**src/rtl/axi_lite_arb.sv**
```systemverilog
// axi_lite_arb: round-robin arbiter sharing one AXI-Lite slave between NM masters, one transaction at a time.
// Optional transaction timeout with SLVERR response is enabled by defining AXI_LITE_ARB_TIMEOUT_EN.
module axi_lite_arb #(
    parameter int NM     = 2,
    parameter int ADDR_W = 32,
    parameter int DATA_W = 32,
    parameter int TO_CYC = 256
) (
    input  logic                       clk,
    input  logic                       rst,
    input  logic [NM-1:0]              s_awvalid,
    input  logic [NM-1:0]              s_wvalid,
    input  logic [NM-1:0]              s_arvalid,
    input  logic [NM-1:0]              s_bready,
    input  logic [NM-1:0]              s_rready,
    input  logic [NM*ADDR_W-1:0]       s_awaddr,
    input  logic [NM*ADDR_W-1:0]       s_araddr,
    input  logic [NM*3-1:0]            s_awprot,
    input  logic [NM*3-1:0]            s_arprot,
    input  logic [NM*DATA_W-1:0]       s_wdata,
    input  logic [NM*(DATA_W/8)-1:0]   s_wstrb,
    output logic [NM-1:0]              s_awready,
    output logic [NM-1:0]              s_wready,
    output logic [NM-1:0]              s_arready,
    output logic [NM-1:0]              s_bvalid,
    output logic [NM-1:0]              s_rvalid,
    output logic [1:0]                 s_bresp,
    output logic [1:0]                 s_rresp,
    output logic [DATA_W-1:0]          s_rdata,
    output logic                       m_awvalid,
    output logic                       m_wvalid,
    output logic                       m_arvalid,
    output logic [ADDR_W-1:0]          m_awaddr,
    output logic [ADDR_W-1:0]          m_araddr,
    output logic [2:0]                 m_awprot,
    output logic [2:0]                 m_arprot,
    output logic [DATA_W-1:0]          m_wdata,
    output logic [DATA_W/8-1:0]        m_wstrb,
    output logic                       m_bready,
    output logic                       m_rready,
    input  logic                       m_awready,
    input  logic                       m_wready,
    input  logic                       m_arready,
    input  logic                       m_bvalid,
    input  logic                       m_rvalid,
    input  logic [1:0]                 m_bresp,
    input  logic [1:0]                 m_rresp,
    input  logic [DATA_W-1:0]          m_rdata,
    output logic [$clog2(NM)-1:0]      grant,
    output logic                       busy
);

    localparam int GW = $clog2(NM);
    localparam int SW = DATA_W / 8;

    typedef enum logic [2:0] {
        IDLE,
        WR,
        WR_B,
        RD_AR,
        RD_R
`ifdef AXI_LITE_ARB_TIMEOUT_EN
        , ERR
`endif
    } state_t;

    state_t        state, state_nxt;
    logic [GW-1:0] rr, pick;
    logic          found, pick_wr;
    logic          aw_done, w_done;
    logic          aw_hs, w_hs, ar_hs, b_hs, r_hs;
    logic          aw_set, w_set;
    logic [NM-1:0] req;

    assign req   = s_awvalid | s_arvalid;
    assign aw_hs = m_awvalid & m_awready;
    assign w_hs  = m_wvalid & m_wready;
    assign ar_hs = m_arvalid & m_arready;
    assign b_hs  = m_bvalid & m_bready;
    assign r_hs  = m_rvalid & m_rready;
    assign busy  = (state != IDLE);

    // First requester at or after the round-robin pointer; a master's write beats its own read.
    always_comb begin
        found   = 1'b0;
        pick    = rr;
        pick_wr = 1'b0;
        for (int k = 0; k < NM; k++) begin
            if (!found && req[(int'(rr) + k) % NM]) begin
                found   = 1'b1;
                pick    = GW'((int'(rr) + k) % NM);
                pick_wr = s_awvalid[(int'(rr) + k) % NM];
            end
        end
    end

`ifdef AXI_LITE_ARB_TIMEOUT_EN
    localparam int CW = $clog2(TO_CYC) + 1;

    logic [CW-1:0] cnt;
    logic          is_wr, ar_done, err_hs;

    always_ff @(posedge clk) begin
        if (rst) begin
            cnt     <= '0;
            is_wr   <= 1'b0;
            ar_done <= 1'b0;
        end else if (state == IDLE) begin
            cnt     <= '0;
            ar_done <= 1'b0;
            if (found) is_wr <= pick_wr;
        end else begin
            cnt     <= cnt + 1'b1;
            ar_done <= ar_done | ar_hs | ((state == ERR) & ~is_wr & s_arvalid[grant]);
        end
    end

    assign err_hs = (state == ERR) &&
                    (is_wr ? (aw_done && w_done && s_bready[grant]) : (ar_done && s_rready[grant]));
    assign aw_set = aw_hs | ((state == ERR) & is_wr & ~aw_done & s_awvalid[grant]);
    assign w_set  = w_hs  | ((state == ERR) & is_wr & ~w_done & s_wvalid[grant]);
`else
    assign aw_set = aw_hs;
    assign w_set  = w_hs;
`endif

    always_comb begin
        state_nxt = state;
        case (state)
            IDLE:    if (found) state_nxt = pick_wr ? WR : RD_AR;
            WR:      if ((aw_done | aw_hs) & (w_done | w_hs)) state_nxt = WR_B;
            WR_B:    if (b_hs) state_nxt = IDLE;
            RD_AR:   if (ar_hs) state_nxt = RD_R;
            RD_R:    if (r_hs) state_nxt = IDLE;
`ifdef AXI_LITE_ARB_TIMEOUT_EN
            ERR:     if (err_hs) state_nxt = IDLE;
`endif
            default: state_nxt = IDLE;
        endcase
`ifdef AXI_LITE_ARB_TIMEOUT_EN
        if (state != IDLE && state != ERR && cnt == CW'(TO_CYC - 1) && state_nxt != IDLE)
            state_nxt = ERR;
`endif
    end

    always_ff @(posedge clk) begin
        if (rst) begin
            state   <= IDLE;
            grant   <= '0;
            rr      <= '0;
            aw_done <= 1'b0;
            w_done  <= 1'b0;
        end else begin
            state <= state_nxt;
            if (state == IDLE) begin
                aw_done <= 1'b0;
                w_done  <= 1'b0;
                if (found) grant <= pick;
            end else begin
                aw_done <= aw_done | aw_set;
                w_done  <= w_done | w_set;
                if (state_nxt == IDLE) rr <= GW'((int'(grant) + 1) % NM);
            end
        end
    end

    // Only the granted master's channels are connected, and only in the matching state.
    always_comb begin
        s_awready = '0;
        s_wready  = '0;
        s_arready = '0;
        s_bvalid  = '0;
        s_rvalid  = '0;
        s_bresp   = '0;
        s_rresp   = '0;
        s_rdata   = '0;
        m_awvalid = 1'b0;
        m_wvalid  = 1'b0;
        m_arvalid = 1'b0;
        m_bready  = 1'b0;
        m_rready  = 1'b0;
        m_awaddr  = '0;
        m_awprot  = '0;
        m_wdata   = '0;
        m_wstrb   = '0;
        m_araddr  = '0;
        m_arprot  = '0;
        case (state)
            WR: begin
                m_awaddr          = s_awaddr[int'(grant)*ADDR_W +: ADDR_W];
                m_awprot          = s_awprot[int'(grant)*3 +: 3];
                m_wdata           = s_wdata[int'(grant)*DATA_W +: DATA_W];
                m_wstrb           = s_wstrb[int'(grant)*SW +: SW];
                m_awvalid         = s_awvalid[grant] & ~aw_done;
                m_wvalid          = s_wvalid[grant] & ~w_done;
                s_awready[grant]  = m_awready & ~aw_done;
                s_wready[grant]   = m_wready & ~w_done;
            end
            WR_B: begin
                m_bready          = s_bready[grant];
                s_bvalid[grant]   = m_bvalid;
                if (m_bvalid) s_bresp = m_bresp;
            end
            RD_AR: begin
                m_araddr          = s_araddr[int'(grant)*ADDR_W +: ADDR_W];
                m_arprot          = s_arprot[int'(grant)*3 +: 3];
                m_arvalid         = s_arvalid[grant];
                s_arready[grant]  = m_arready;
            end
            RD_R: begin
                m_rready          = s_rready[grant];
                s_rvalid[grant]   = m_rvalid;
                if (m_rvalid) begin
                    s_rresp = m_rresp;
                    s_rdata = m_rdata;
                end
            end
`ifdef AXI_LITE_ARB_TIMEOUT_EN
            ERR: begin
                if (is_wr) begin
                    s_awready[grant] = ~aw_done;
                    s_wready[grant]  = ~w_done;
                    s_bvalid[grant]  = aw_done & w_done;
                    if (aw_done & w_done) s_bresp = 2'b10;
                end else begin
                    s_arready[grant] = ~ar_done;
                    s_rvalid[grant]  = ar_done;
                    if (ar_done) s_rresp = 2'b10;
                end
            end
`endif
            default: ;
        endcase
    end

endmodule
```
**config.mk**
```make
export PLATFORM = sky130hd
export DESIGN_NAME = axi_lite_arb
export DESIGN_NICKNAME = d
export VERILOG_FILES = /design/src/rtl/axi_lite_arb.sv
export SDC_FILE = /design/constraint.sdc
export NUM_CORES = 1
export LEC_CHECK = 0
export CAP_MARGIN = 10
export CORE_AREA = 2 2 167 169
export DETAILED_ROUTE_END_ITERATION = 8
export DIE_AREA = 0 0 169 171
export PLACE_DENSITY = 0.48
export SLEW_MARGIN = 25
export SYNTH_ARGS = -nofsm -noshare
export SYNTH_HDL_FRONTEND = slang
export SYNTH_SLANG_ARGS = --single-unit
```
**constraint.sdc**
```tcl
create_clock -name clk -period 1.75 [get_ports clk]
set_input_delay 0.2625 -clock clk [delete_from_list [all_inputs] [get_ports clk]]
set_output_delay 0.2625 -clock clk [all_outputs]
set_load 0.1 [all_outputs]
```
==> impl_results.md <==
- Failing checks: setup timing
- Ys flop type: dfxtp_1
- Critical path class: flip-flop to output pin
- Peak VDD IR: about 0.00036 V
- Switching share of power: between 50 and 60%
- Fin Clk Skew: between 2 and 3 ps
- Relative slew slack: around 75%
- DRT iter0 DRCs: 35
- WHS: 611 ps
- Antenna violations before repair: 0
- H-tree Lvls: 1
- Antenna Nets Post-Route: 0
- Comb pwr share: slightly above 90%
- Worst path required time: around 1500 ps
- Int Pwr: 3.23 mW
- CP arrival: roughly 1700 ps
- I/O pin cnt: 424
- RSZ-0062 raised after global routing: true
- NetSw: approximately 3.8 mW
- FFs w/ async S/R, synth: 0%
- Mapped Area: 2420 um^2
- First-pass GRT wire length: between 20 and 30 mm
- Max Clk Rate: a little over 500 MHz
- Largest net degree at the start of global routing: 23
- CP Capture Type: output pin
- Fin crit share: 113%
- #FFs+latches synth: 7
- TritonCTS Buffers: 3
- Via density: 3.78
- Sequential share of power: roughly 2.8%
- Clk root buf: clkbuf_16
- Placed Instances: ~1.1k
- DR vias: 4472
- Syn nets: approximately 630
- DIE HEIGHT: approximately 170 um
- Distinct cells, synth: 33
- Ys Warns: 0
- DP Area: between 10000 and 15000 um^2
- Outcome: finished, violations left
- Fin. max-slew vios: 0
- Clock Sinks: 7
- Design Area, Final: around 12000 um^2
- Share of layout cells above drive strength 1: between 50% and 60%
- Final cell count without fillers: about 1.2k
- MaxCap Viol Count: 0
- Core Region: around 27000 um^2
- ANT cells: 0
- Number of flops mapped to enable cells by yosys: 0
- Final setup fails: between 150 and 200
- Final-report hold violation count: 0
- Area growth syn-to-layout: 376%
- Die X: approximately 170 um
- Clk pwr share: under 10%
- TritonCTS clock tree: done
- Worst-Margin Slew: between 300 and 400 ps
- Power per cell area: ~610 nW/um^2
- Final WL: 19.3 mm
- Gate count after technology mapping: between 300 and 400
- Total die area: between 20000 and 30000 um^2
- Placer Congestion: ~0.79
- DPL Wire Length: about 16 mm
- Drt wl/cell: 16.3 um
- Drt drc: 0
- Port Buffers: 423
- Fill count: about 2.6k
- Post-CTS Hold Fix Bufs: 0
- Row cnt: 61
- GRT overflow: 0
- Post-layout net count: about 1.1k
- Initial core utilization: 8.86%
- Clock-pin slew on the worst setup and hold paths: approximately 40 ps
- Clock buffer depth: 2
- CP Max Fanout: 22
- Startpoint types: flip-flop
- Register area share after synthesis: 5.79%
- Hold Path Class: flip-flop to flip-flop
- Post-route minimum period: about 2000 ps
- Final worst slack: -228 ps
- Pre-Repair DR Iteration Count: 4
- Tot Pwr: roughly 7 mW
- Vias in the first global route: 4736
- Syn Area/Cell: just under 7 um^2
- Leak: between 4 and 5 nW
- Worst skew pair latency: about 230 ps
- GRT Resource Usage Total: 12.5%
- Post-place setup slack: -393 ps
## power by group through the flow
stage	clock, mW	sequential [mW]	combinational, mW
after floorplan	0	0.215	3.51
after global placement	0	0.202	5.91
after detailed placement	0	0.202	5.92
after CTS	0.406	0.200	6.41
after global routing	0.413	0.203	6.69
final	0.399	0.200	6.46
## synthesized netlist by cell type, drive strengths merged (4+ instances only)
library cell  number  area (um^2)
nor2             119          447
mux2i            108         1080
and2              38          238
clkbuf            20         75.1
buf               12         65.1
dfxtp              7          140
nand2              7         26.3
and3               5         31.3
a31oi              4         25.0
inv                4         15.0
mux2               4         45.0
nor3               4         31.3
## flip-flops by register name, summed over array words and instances (netlist names)
register / flops
w_done: 1
aw_done: 1
rr: 1
grant: 1
state: 3
## routing by layer
metal	part of all wire, %	vias up	track usage, %	routed length (um)
met5	0	-	0	0
met4	0.78	0	2.12	150
met3	11	6	4.60	2060
met2	55	259	25.0	10700
met1	33	2018	12.5	6410
li1	-	2189	-	-
## final cells by class
class	instances	area (um^2)	share of cell area (%)
multi-input cells	317	3790	32.9
inverters	4	17.5	0.152
flip-flops and latches	7	150	1.30
well taps	346	433	3.76
repair buffers	506	7050	61.2
clock buffers	4	78.8	0.685
## logic make-up (layout without fill, tap and decap cells)
family | count (synthesis) | after routing | synth area share [%]
muxes | 112 | 112 | 46.5
DFF | 7 | 7 | 5.79
AOI/OAI and AO/OA | 18 | 18 | 4.86
and+or+nand+nor | 187 | 187 | 36.4
buffers and inverters | 36 | 514 | 6.41
## through the flow
step / utilization (%) / setup TNS [ps]
after floorplan: - / -31370
after global placement: 37.4 / -1240
after detailed placement: 37.4 / -1930
after CTS: 41.3 / -20820
after global routing: 42.1 / -29410
final: 42.1 / -21440
## what timing repair did
item | 4_1_cts | 5_1_grt
setup buffers | 20 | 4
pin swaps | 12 | 18
resized for setup | 120 | 36
setup endpoints to repair | 155 | 157
gates cloned | 8 | 2
## final timing paths
check / end / cells after the start / slack, ps / startpoint
setup / recovery: m_awaddr[7] / 6 / -230 / state[0]
hold / removal: grant / 2 / 610 / rr
setup reg to reg: rr / 7 / -60 / grant
hold reg to reg: grant / 2 / 610 / rr
## cells in the final DEF (no fill, tap or decap), drive strengths merged
cell and count:
nand2b 1, mux2i 108, and2 38, inv 4, o221ai 1, clkdlybuf4s50 264, or4 2, and3 5
a2bb2oi 1, and4bb 1, nor4b 2, nand3b 1, nor3b 3, and2b 1, or3 1, o21ai 3
a22oi 2, a221oi 1, o22ai 2, o41ai 1, dfxtp 7, buf 240, nand2 7, mux2 4
a31oi 4, nor2 119, clkbuf 6, nor3 4, a21oi 3, nor2b 2
## critical path: stages, from the launching register on
cell and delay (ps):
dfxtp_4 350, inv_4 30, or3_4 380, buf_12 170, buf_12 200, nor2_4 130, buf_12 180
Power figures use the tool's default switching activity.
